**src/rtl/rv_pkg.sv**
```systemverilog
// ----------------------------------------------------------------------------
// rv_pkg
// Shared definitions for the fetch/sequencing unit and the core control unit:
//   - RV32 major opcode values (instr[6:0])
//   - fetch FSM state encoding
//   - halt-cause codes reported on halt_cause
// ----------------------------------------------------------------------------
package rv_pkg;

    // Major opcodes accepted by the core
    localparam logic [6:0] OP_R     = 7'b0110011;
    localparam logic [6:0] OP_I     = 7'b0010011;
    localparam logic [6:0] OP_S     = 7'b0100011;
    localparam logic [6:0] OP_L     = 7'b0000011;
    localparam logic [6:0] OP_B     = 7'b1100011;
    localparam logic [6:0] OP_JAL   = 7'b1101111;
    localparam logic [6:0] OP_JALR  = 7'b1100111;
    localparam logic [6:0] OP_LUI   = 7'b0110111;
    localparam logic [6:0] OP_AUIPC = 7'b0010111;

    // Fetch sequencer states
    typedef enum logic [1:0] {
        ST_REQ   = 2'd0,
        ST_ISSUE = 2'd1,
        ST_HALT  = 2'd2
    } fetch_state_e;

    // Halt causes
    localparam logic [1:0] HC_NONE     = 2'd0;
    localparam logic [1:0] HC_ILLEGAL  = 2'd1;
    localparam logic [1:0] HC_MISALIGN = 2'd2;

endpackage

```
**src/rtl/rv_fetch_seq_if.sv**
```systemverilog
// ----------------------------------------------------------------------------
// rv_fetch_seq_if
// Bundles the instruction-memory handshake, the instruction hand-off to the
// core and the halt status of the fetch sequencer.
//   master : the fetch sequencer (drives imem_req/addr, instr*, halt*)
//   slave  : memory + core side (drives imem_rvalid/rdata, instr_ready,
//            redirect_valid/target)
// Parameter PC_W must match the PC_W of the attached rv_fetch_seq.
// ----------------------------------------------------------------------------
interface rv_fetch_seq_if #(
    parameter int PC_W = 11
);
    // instruction memory
    logic            imem_req;
    logic [PC_W-1:0] imem_addr;
    logic            imem_rvalid;
    logic [31:0]     imem_rdata;
    // instruction hand-off
    logic            instr_valid;
    logic [31:0]     instr;
    logic [PC_W-1:0] instr_pc;
    logic [PC_W-1:0] link_pc;
    logic            instr_ready;
    // redirect from execute
    logic            redirect_valid;
    logic [PC_W-1:0] redirect_target;
    // halt status
    logic            halt;
    logic [1:0]      halt_cause;
    logic [PC_W-1:0] halt_pc;

    modport master (
        output imem_req, imem_addr,
        input  imem_rvalid, imem_rdata,
        output instr_valid, instr, instr_pc, link_pc,
        input  instr_ready, redirect_valid, redirect_target,
        output halt, halt_cause, halt_pc
    );

    modport slave (
        input  imem_req, imem_addr,
        output imem_rvalid, imem_rdata,
        input  instr_valid, instr, instr_pc, link_pc,
        output instr_ready, redirect_valid, redirect_target,
        input  halt, halt_cause, halt_pc
    );
endinterface

```
**src/rtl/rv_fetch_seq_opcode_legal.sv**
```systemverilog
// ----------------------------------------------------------------------------
// rv_opcode_legal
// Purely combinational legality check of an RV32 major opcode.
//   opcode      in  7  instr[6:0]
//   allow_upper in  1  when 1, LUI and AUIPC are also legal
//   legal       out 1  opcode is executable by the core
// ----------------------------------------------------------------------------
module rv_opcode_legal
    import rv_pkg::*;
(
    input  logic [6:0] opcode,
    input  logic       allow_upper,
    output logic       legal
);

    always_comb begin
        // NOTE: every output of a combinational block gets a default first so
        // no path can leave it unassigned and infer a latch.
        legal = 1'b0;
        case (opcode)
            OP_R, OP_I, OP_S, OP_L, OP_B, OP_JAL, OP_JALR: legal = 1'b1;
            OP_LUI, OP_AUIPC:                              legal = allow_upper;
            default:                                       legal = 1'b0;
        endcase
    end

endmodule

```
**src/rtl/rv_fetch_seq.sv**
```systemverilog
// ----------------------------------------------------------------------------
// rv_fetch_seq
// Fetch/sequencing unit: requests one instruction at a time from instruction
// memory, presents it to the core with its PC and link address, follows
// branch/jump redirects and halts on an illegal opcode or misaligned target.
//
// Parameters
//   PC_W        PC/address width; PC arithmetic wraps modulo 2^PC_W
//   RESET_PC    word-aligned PC loaded on reset
//   ALLOW_UPPER 1 makes LUI/AUIPC legal
//
// Ports
//   clk, rst    clock, asynchronous active-high reset
//   bus         rv_fetch_seq_if.master (imem handshake, instr hand-off,
//               redirect, halt status)
//   perf_issued, perf_redirects (32 each) only when RV_FETCH_PERF_EN is
//               defined: accepted instructions / aligned redirects taken
//
// Build option: define RV_FETCH_PERF_EN to add the performance counters.
// ----------------------------------------------------------------------------
module rv_fetch_seq
    import rv_pkg::*;
#(
    parameter int              PC_W        = 11,
    parameter logic [PC_W-1:0] RESET_PC    = '0,
    parameter bit              ALLOW_UPPER = 1'b0
) (
    input  logic          clk,
    input  logic          rst,
    rv_fetch_seq_if.master bus
`ifdef RV_FETCH_PERF_EN
    ,
    output logic [31:0]   perf_issued,
    output logic [31:0]   perf_redirects
`endif
);

    localparam logic [PC_W-1:0] PC_STEP = PC_W'(4);

    fetch_state_e    state_q, state_d;
    logic [PC_W-1:0] pc_q, pc_d;
    logic [31:0]     instr_q, instr_d;
    logic [PC_W-1:0] instr_pc_q, instr_pc_d;
    logic [PC_W-1:0] link_pc_q, link_pc_d;
    logic [1:0]      halt_cause_q, halt_cause_d;
    logic [PC_W-1:0] halt_pc_q, halt_pc_d;

    logic opcode_ok;
    logic fetch_done;
    logic accept;
    logic redirect_ok;
    logic redirect_bad;

    rv_opcode_legal u_opcode_legal (
        .opcode      (bus.imem_rdata[6:0]),
        .allow_upper (ALLOW_UPPER),
        .legal       (opcode_ok)
    );

    // rvalid only counts while a request is outstanding
    assign fetch_done   = (state_q == ST_REQ) && bus.imem_rvalid;
    // redirect inputs only matter in the accept cycle
    assign accept       = (state_q == ST_ISSUE) && bus.instr_ready;
    assign redirect_ok  = accept && bus.redirect_valid && (bus.redirect_target[1:0] == 2'b00);
    assign redirect_bad = accept && bus.redirect_valid && (bus.redirect_target[1:0] != 2'b00);

    // ---------------- FSM: state register ----------------
    always_ff @(posedge clk or posedge rst) begin
        // NOTE: sequential state uses non-blocking assignments so every
        // register samples the pre-edge values regardless of block order.
        if (rst) state_q <= ST_REQ;
        else     state_q <= state_d;
    end

    // ---------------- FSM: next state ----------------
    always_comb begin
        state_d = state_q;
        case (state_q)
            ST_REQ: begin
                if (bus.imem_rvalid) state_d = opcode_ok ? ST_ISSUE : ST_HALT;
            end
            ST_ISSUE: begin
                if (bus.instr_ready) state_d = redirect_bad ? ST_HALT : ST_REQ;
            end
            ST_HALT:  state_d = ST_HALT;
            default:  state_d = ST_HALT;
        endcase
    end

    // ---------------- FSM: outputs ----------------
    always_comb begin
        bus.imem_req    = 1'b0;
        bus.instr_valid = 1'b0;
        bus.halt        = 1'b0;
        case (state_q)
            // request is masked while rst is held, since state_q already
            // reads ST_REQ during reset
            ST_REQ:   bus.imem_req    = !rst;
            ST_ISSUE: bus.instr_valid = 1'b1;
            ST_HALT:  bus.halt        = 1'b1;
            default:  bus.halt        = 1'b1;
        endcase
    end

    // ---------------- datapath ----------------
    always_comb begin
        pc_d         = pc_q;
        instr_d      = instr_q;
        instr_pc_d   = instr_pc_q;
        link_pc_d    = link_pc_q;
        halt_cause_d = halt_cause_q;
        halt_pc_d    = halt_pc_q;

        if (fetch_done) begin
            if (opcode_ok) begin
                instr_d    = bus.imem_rdata;
                instr_pc_d = pc_q;
                link_pc_d  = pc_q + PC_STEP;
            end else begin
                halt_cause_d = HC_ILLEGAL;
                halt_pc_d    = pc_q;
            end
        end

        if (accept) begin
            if (redirect_bad) begin
                halt_cause_d = HC_MISALIGN;
                halt_pc_d    = instr_pc_q;
            end else if (redirect_ok) begin
                pc_d = bus.redirect_target;
            end else begin
                pc_d = pc_q + PC_STEP;
            end
        end
    end

    always_ff @(posedge clk or posedge rst) begin
        if (rst) begin
            pc_q         <= RESET_PC;
            instr_q      <= '0;
            instr_pc_q   <= '0;
            link_pc_q    <= '0;
            halt_cause_q <= HC_NONE;
            halt_pc_q    <= '0;
        end else begin
            pc_q         <= pc_d;
            instr_q      <= instr_d;
            instr_pc_q   <= instr_pc_d;
            link_pc_q    <= link_pc_d;
            halt_cause_q <= halt_cause_d;
            halt_pc_q    <= halt_pc_d;
        end
    end

    assign bus.imem_addr  = pc_q;
    assign bus.instr      = instr_q;
    assign bus.instr_pc   = instr_pc_q;
    assign bus.link_pc    = link_pc_q;
    assign bus.halt_cause = halt_cause_q;
    assign bus.halt_pc    = halt_pc_q;

`ifdef RV_FETCH_PERF_EN
    // Counters advance only on accept, which never happens in HALT, so they
    // freeze there without extra gating.
    logic [31:0] perf_issued_q;
    logic [31:0] perf_redirects_q;

    always_ff @(posedge clk or posedge rst) begin
        if (rst) begin
            perf_issued_q    <= '0;
            perf_redirects_q <= '0;
        end else begin
            if (accept)      perf_issued_q    <= perf_issued_q + 32'd1;
            if (redirect_ok) perf_redirects_q <= perf_redirects_q + 32'd1;
        end
    end

    assign perf_issued    = perf_issued_q;
    assign perf_redirects = perf_redirects_q;
`endif

endmodule

```
**src/flat_wrapper.sv**
```systemverilog
// flat-port wrapper written by rule: the top's interface ports become plain ports
module rv_fetch_seq_flat import rv_pkg::*;
#(
    parameter int              PC_W        = 11,
    parameter logic [PC_W-1:0] RESET_PC    = '0,
    parameter bit              ALLOW_UPPER = 1'b0
)
  (clk, rst, bus_imem_req, bus_imem_addr, bus_imem_rvalid, bus_imem_rdata, bus_instr_valid, bus_instr, bus_instr_pc, bus_link_pc, bus_instr_ready, bus_redirect_valid, bus_redirect_target, bus_halt, bus_halt_cause, bus_halt_pc);
  rv_fetch_seq_if #(.PC_W(PC_W)) bus_i ();
  input  logic clk;
  input  logic rst;
  output wire logic [$bits(bus_i.imem_req)-1:0] bus_imem_req;
  output wire logic [$bits(bus_i.imem_addr)-1:0] bus_imem_addr;
  input wire logic [$bits(bus_i.imem_rvalid)-1:0] bus_imem_rvalid;
  input wire logic [$bits(bus_i.imem_rdata)-1:0] bus_imem_rdata;
  output wire logic [$bits(bus_i.instr_valid)-1:0] bus_instr_valid;
  output wire logic [$bits(bus_i.instr)-1:0] bus_instr;
  output wire logic [$bits(bus_i.instr_pc)-1:0] bus_instr_pc;
  output wire logic [$bits(bus_i.link_pc)-1:0] bus_link_pc;
  input wire logic [$bits(bus_i.instr_ready)-1:0] bus_instr_ready;
  input wire logic [$bits(bus_i.redirect_valid)-1:0] bus_redirect_valid;
  input wire logic [$bits(bus_i.redirect_target)-1:0] bus_redirect_target;
  output wire logic [$bits(bus_i.halt)-1:0] bus_halt;
  output wire logic [$bits(bus_i.halt_cause)-1:0] bus_halt_cause;
  output wire logic [$bits(bus_i.halt_pc)-1:0] bus_halt_pc;
  assign bus_imem_req = bus_i.imem_req;
  assign bus_imem_addr = bus_i.imem_addr;
  assign bus_i.imem_rvalid = bus_imem_rvalid;
  assign bus_i.imem_rdata = bus_imem_rdata;
  assign bus_instr_valid = bus_i.instr_valid;
  assign bus_instr = bus_i.instr;
  assign bus_instr_pc = bus_i.instr_pc;
  assign bus_link_pc = bus_i.link_pc;
  assign bus_i.instr_ready = bus_instr_ready;
  assign bus_i.redirect_valid = bus_redirect_valid;
  assign bus_i.redirect_target = bus_redirect_target;
  assign bus_halt = bus_i.halt;
  assign bus_halt_cause = bus_i.halt_cause;
  assign bus_halt_pc = bus_i.halt_pc;
  rv_fetch_seq #(.PC_W(PC_W), .RESET_PC(RESET_PC), .ALLOW_UPPER(ALLOW_UPPER)) u_core (.clk(clk), .rst(rst), .bus(bus_i));
endmodule
```
**config.mk**
```make
export PLATFORM = sky130hd
export DESIGN_NAME = rv_fetch_seq_flat
export DESIGN_NICKNAME = d
export VERILOG_FILES = /design/src/rtl/rv_pkg.sv /design/src/rtl/rv_fetch_seq_if.sv /design/src/rtl/rv_fetch_seq_opcode_legal.sv /design/src/rtl/rv_fetch_seq.sv /design/src/flat_wrapper.sv
export SDC_FILE = /design/constraint.sdc
export NUM_CORES = 1
export LEC_CHECK = 0
export CORE_ASPECT_RATIO = 1.75
export CORE_MARGIN = 5
export CORE_UTILIZATION = 48
export DETAILED_ROUTE_END_ITERATION = 10
export GPL_ROUTABILITY_DRIVEN = 0
export PLACE_DENSITY = 0.82
export SYNTH_ARGS = -nofsm -noshare
export SYNTH_HDL_FRONTEND = slang
export SYNTH_SLANG_ARGS = --single-unit
```
**constraint.sdc**
```tcl
create_clock -name clk -period 6.8 [get_ports clk]
set_input_delay 1.36 -clock clk [delete_from_list [all_inputs] [get_ports clk]]
set_output_delay 1.36 -clock clk [all_outputs]
set_load 0.005 [all_outputs]
```
After elaboration in Yosys (flattened, before gate mapping)
Cells that the tools add are included.
{"block": "totals", "reg_bits": 80, "inputBits": 48}
{"block": "classes", "add_sub_neg": 1, "n_eq_ne": 10, "n_mux": 18, "n_bitwise": 1, "n_reduce_logical": 14}
{"operator": "$mux W11", "n": 5}
{"operator": "$eq A7 B7 Y1 const B", "n": 3}
{"operator": "$mux W2", "n": 8}
{"operator": "$eq A7 B6 Y1 const B", "n": 2}
{"operator": "$add A11 B3 Y11 const B", "n": 1}
{"operator": "$eq A7 B2 Y1 const B", "n": 1}
{"operator": "$eq A7 B5 Y1 const B", "n": 1}
{"operator": "$reduce_or A7 Y1", "n": 1}
{"operator": "$reduce_and A2 Y1", "n": 3}
{"operator": "$logic_and A1 B1 Y1", "n": 5}
{"operator": "$logic_not A2 Y1", "n": 2}
{"operator": "$mux W1", "n": 4}
{"operator": "$ne A2 B2 Y1 const B", "n": 2}
{"operator": "$pmux W2 S2", "n": 1}
{"operator": "$eq A2 B1 Y1 const B", "n": 1}
{"operator": "$reduce_bool A2 Y1", "n": 1}
{"operator": "$reduce_or A2 Y1", "n": 1}
{"operator": "$logic_not A1 Y1", "n": 1}
{"operator": "$not A1 Y1", "n": 1}

Logic depth before layout (Yosys ltp)
{"block": "depth", "word_depth": 7, "depth_mapped": 6, "depth_no_buf": 5}

By module
From an unflattened synthesis, not the netlist that was laid out.
{"block": "unflattened", "hier_cells": 284, "area_unflattened_um2": 3497.1}
{"module": "rv_fetch_seq", "instances": 1, "cells_each": 279, "area_each_um2": 3462.1}
{"module": "rv_opcode_legal", "instances": 1, "cells_each": 5, "area_each_um2": 35.0}

Least setup slack after synthesis
OpenSTA, ideal clock, no wires.
{"block": "synth_path", "kind": "in2out", "startpoint": "input port rst", "endpoint": "output port bus_imem_req", "t_arrival_ns": 1.520, "required_ns": 5.440, "setup_slack_ns": 3.920, "path_stages": 1, "cell_sequence": "nor3_1"}
{"block": "synth_between", "elab_chain_len": 2}
{"element": "start, declared", "line": "flat_wrapper.sv:11", "rtl": "input logic rst;"}
{"element": "$logic_not A1 Y1 (no line)"}
{"element": "$mux W1", "line": "rv_fetch_seq.sv:95", "rtl": "case (state_q)"}
{"element": "end, declared", "line": "flat_wrapper.sv:12", "rtl": "output wire logic [$bits(bus_i.imem_req)-1:0] bus_imem_req;"}
Every way passes these cells.

Final worst setup path
Ends and elaborated chain as after synthesis.

==> metrics.md <==
| Metric | Value |
|---|---|
| Yosys Warn Count | `0` |
| Count leader, synth | `dfrtp_1` |
| Share of the synthesized area in the top cell type | `54.41%` |
| Family with the most delay on the worst path | `buffers and inverters` |
| Post-Synthesis Cell Area | `3587 um2` |
| Seq/Total Area, Yosys | `54.41%` |
| WP buf/inv | `2` |
| CTS Root Cell | `clkbuf_16` |
| Post-DP HPWL | `6.749 mm` |
| Post-route cell area | `5111 um2` |
| GR Util All Layers | `20.78%` |
| Maximum fanout along the worst path | `2` |
| Setup crit end kind | `primary output` |
| Setup TNS | `0 ns` |
| Final Max Slew Viols | `0` |
| Worst-margin pin slew | `0.9695 ns` |
| Pwr dens | `201.7 nW/um2` |
| Hold WC Path Type | `flop to flop` |
| Critical Path AT | `2.47 ns` |
| Fillers | `505` |
| Die width | `75.35 um` |
| I/O pin count | `129` |
| Crit path cell chain | `clkdlybuf4s50_1, nor3_1, clkdlybuf4s50_1` |
| Synthesized netlist cell count | `273` |
| Critical Path Slowest Stage Cell | `clkdlybuf4s50_1` |
| Switching Power | `0.2226 mW` |
| Initial DRT Pass Iterations | `4` |
| Post-synth EDFFs | `0` |
| Yosys cell types | `42` |
| Chip height | `124.4 um` |
| Switching share of power | `21.59%` |
| Clk_lat worst skew | `0.34 ns` |
| Pin count of the biggest net entering global routing | `79` |
| Top cells by area, synth | `dfrtp_1 54%, mux2_4 17%, o21ai_0 5.6%` |
| Final worst path period need | `3.828 ns` |
| Gr ovfl total | `0` |
| Vias per cell | `5.521` |
| Crit start category | `primary input` |
| Cell Int Power | `0.8085 mW` |
| Post-DR wirelength/cell | `19.50 um` |
| Initial Utilization | `49.59%` |
| Core area | `7233 um2` |
| Net Count, Synth | `322` |
| Predominant post-synthesis flop cell | `dfrtp_1` |
| Peak supply drop | `0.0001352 V` |
| Vias in the first global route | `2740` |
| Hold_buf cts | `0` |
| Synth async-reset ratio | `100.0%` |
| First-pass GRT wire length | `14.80 mm` |
| CTS Sinks | `78` |
| Clk pwr share | `45.3%` |
| Fin. Hold Viols | `0` |
| Via count | `2672` |
| Peak Freq | `0.2612 GHz` |
| Relative slew slack | `35.36%` |
| WL final | `9.437 mm` |
| Mean area per synthesized cell | `13.14 um2` |
| Status | `finished clean` |
| Most numerous cell on the critical path | `clkdlybuf4s50_1` |
| PortBufs | `128` |
| Nets | `442` |
| Synth top cells by count | `78 x dfrtp_1, 41 x mux2_4, 40 x o21ai_0` |
| Pleak | `2.374 nW` |
| Htree depth | `3` |
| Sequential Power Share | `46.8%` |
| Critical path's largest stage delay | `0.53 ns` |
| Yosys reg bits | `78` |
| Register clock-pin slew on the reported worst setup and hold paths | `0.06 ns` |
| RSZ-0062 raised after global routing | `false` |
| Post_cts resized | `0` |
| Row count | `41` |
| Worst Skew | `0.004647 ns` |
| Synthesis-to-layout area growth | `42.48%` |
| Postcts setup bufs | `0` |
| 1st-iter DRT viols | `149` |
| Comb pwr share | `7.9%` |
| Clk buf depth | `2` |
| # DRC | `0` |
| CTS tree | `built` |
| Max-Cap Viols | `0` |
| Cell taking the most area after synthesis | `dfrtp_1` |
| Initial antenna violation count | `0` |
| Final ANT Viol Nets | `0` |
| Die area | `9371 um2` |
| CP Class | `primary input to primary output` |
| Placed cell area | `4821 um2` |
| Fin crit share | `56.30%` |
| Total CTS buffers | `9` |
| Final Setup Violations | `0` |
| N_diodes | `0` |
| Share of cells above drive strength 1 | `17.09%` |
| Worst EP required | `5.44 ns` |
==> per-layer routing <==
metal | track usage, % | part of all wire (%) | wire length, um | up-vias
li1 | - | - | - | 1227
met1 | 24.66 | 36 | 3363 | 1323
met2 | 34.49 | 54 | 5115 | 106
met3 | 5.250 | 7.4 | 698 | 16
met4 | 8.754 | 2.8 | 261 | 0
met5 | 0 | 0 | 0 | -
==> cell usage in the layout, fill, tap and decap left out, drive strengths merged, types with 2 or more instances in the layout <==
cell	count
buf	3
nand2	11
a31oi	2
nor2	7
mux2	43
nand3	4
o21a	2
o21ai	40
nor3	3
dfrtp	78
clkinvlp	2
mux2i	3
xor2	2
clkdlybuf4s50	128
inv	4
a32oi	11
a21oi	5
and2	6
clkbuf	9
nand2b	5
clkinv	5
a2bb2oi	2
and3	2
a22oi	3
xnor2	5
==> registers in the layout, summed over array words and instances (netlist names) <==
name / count
u_core.state_q: 2
u_core.bus.imem_addr: 11
u_core.bus.instr: 32
u_core.bus.halt_cause: 2
u_core.bus.link_pc: 11
u_core.bus.instr_pc: 9
u_core.bus.halt_pc: 11
==> worst reg2reg max path, delay by kind of cell (launching register included) <==
kind | cells | cell delay [ns]
flip-flops | 1 | 0.42
AND/OR/NAND/NOR | 3 | 1.25
multiplexers | 1 | 0.46
==> power groups by stage <==
stage / Clock [mW] / Sequential (mW) / Combinational [mW]
detailed placement: 0 / 0.491 / 0.0822
global route: 0.490 / 0.484 / 0.0888
global placement: 0 / 0.490 / 0.0806
finish: 0.467 / 0.482 / 0.0815
CTS: 0.471 / 0.482 / 0.0828
floorplan: 0 / 0.490 / 0.0250
==> path summary, 6_finish.rpt <==
path,start,to,slack [ns],cells past startpoint
worst max-delay path,rst,bus_imem_req,2.97,3
worst min-delay path,u_core.bus.instr[0],u_core.bus.instr[0],0.47,1
worst max register to register,u_core.state_q[1],u_core.bus.instr[15],4.54,4
worst min register to register,u_core.bus.instr[0],u_core.bus.instr[0],0.47,1
max in group asynchronous,rst,u_core.bus.instr[18],4.50,3
min in group asynchronous,rst,u_core.bus.link_pc[0],1.67,3
==> final cells by class <==
type / count / area [um2] / area share (%)
well taps: 86 / 107.6 / 2.105
repair buffers: 131 / 1304 / 25.51
clock inverters: 7 / 65.06 / 1.273
inverters: 5 / 20.02 / 0.3917
clock buffers: 9 / 225.2 / 4.406
flip-flops and latches: 78 / 1952 / 38.19
multi-input cells: 168 / 1438 / 28.13
==> per-stage QoR <==
step / std cells / utilization [%] / total power [mW] / worst slack, ns / hold slack [ns]
floorplan: 273 / - / 0.5150 / 3.445 / 0.4590
CTS: 484 / 70.66 / 1.036 / 2.968 / 0.4773
finish: 484 / 70.66 / 1.031 / 2.972 / 0.4742
detailed placement: 468 / 66.65 / 0.5729 / 2.969 / 0.4601
global placement: 468 / 66.65 / 0.5707 / 2.975 / 0.4505
global route: 484 / 70.66 / 1.062 / 2.917 / 0.4968
==> kinds of logic after synthesis <==
family | share of synthesized area (%)
DFF | 54.41
AOI/OAI and AO/OA | 12.94
muxes | 18.63
and+or+nand+nor | 6.453
buffers and inverters | 5.510
xor gates and xnor gates | 1.709
adders and majority gates | 0.3487
Power figures use the tool's default switching activity.
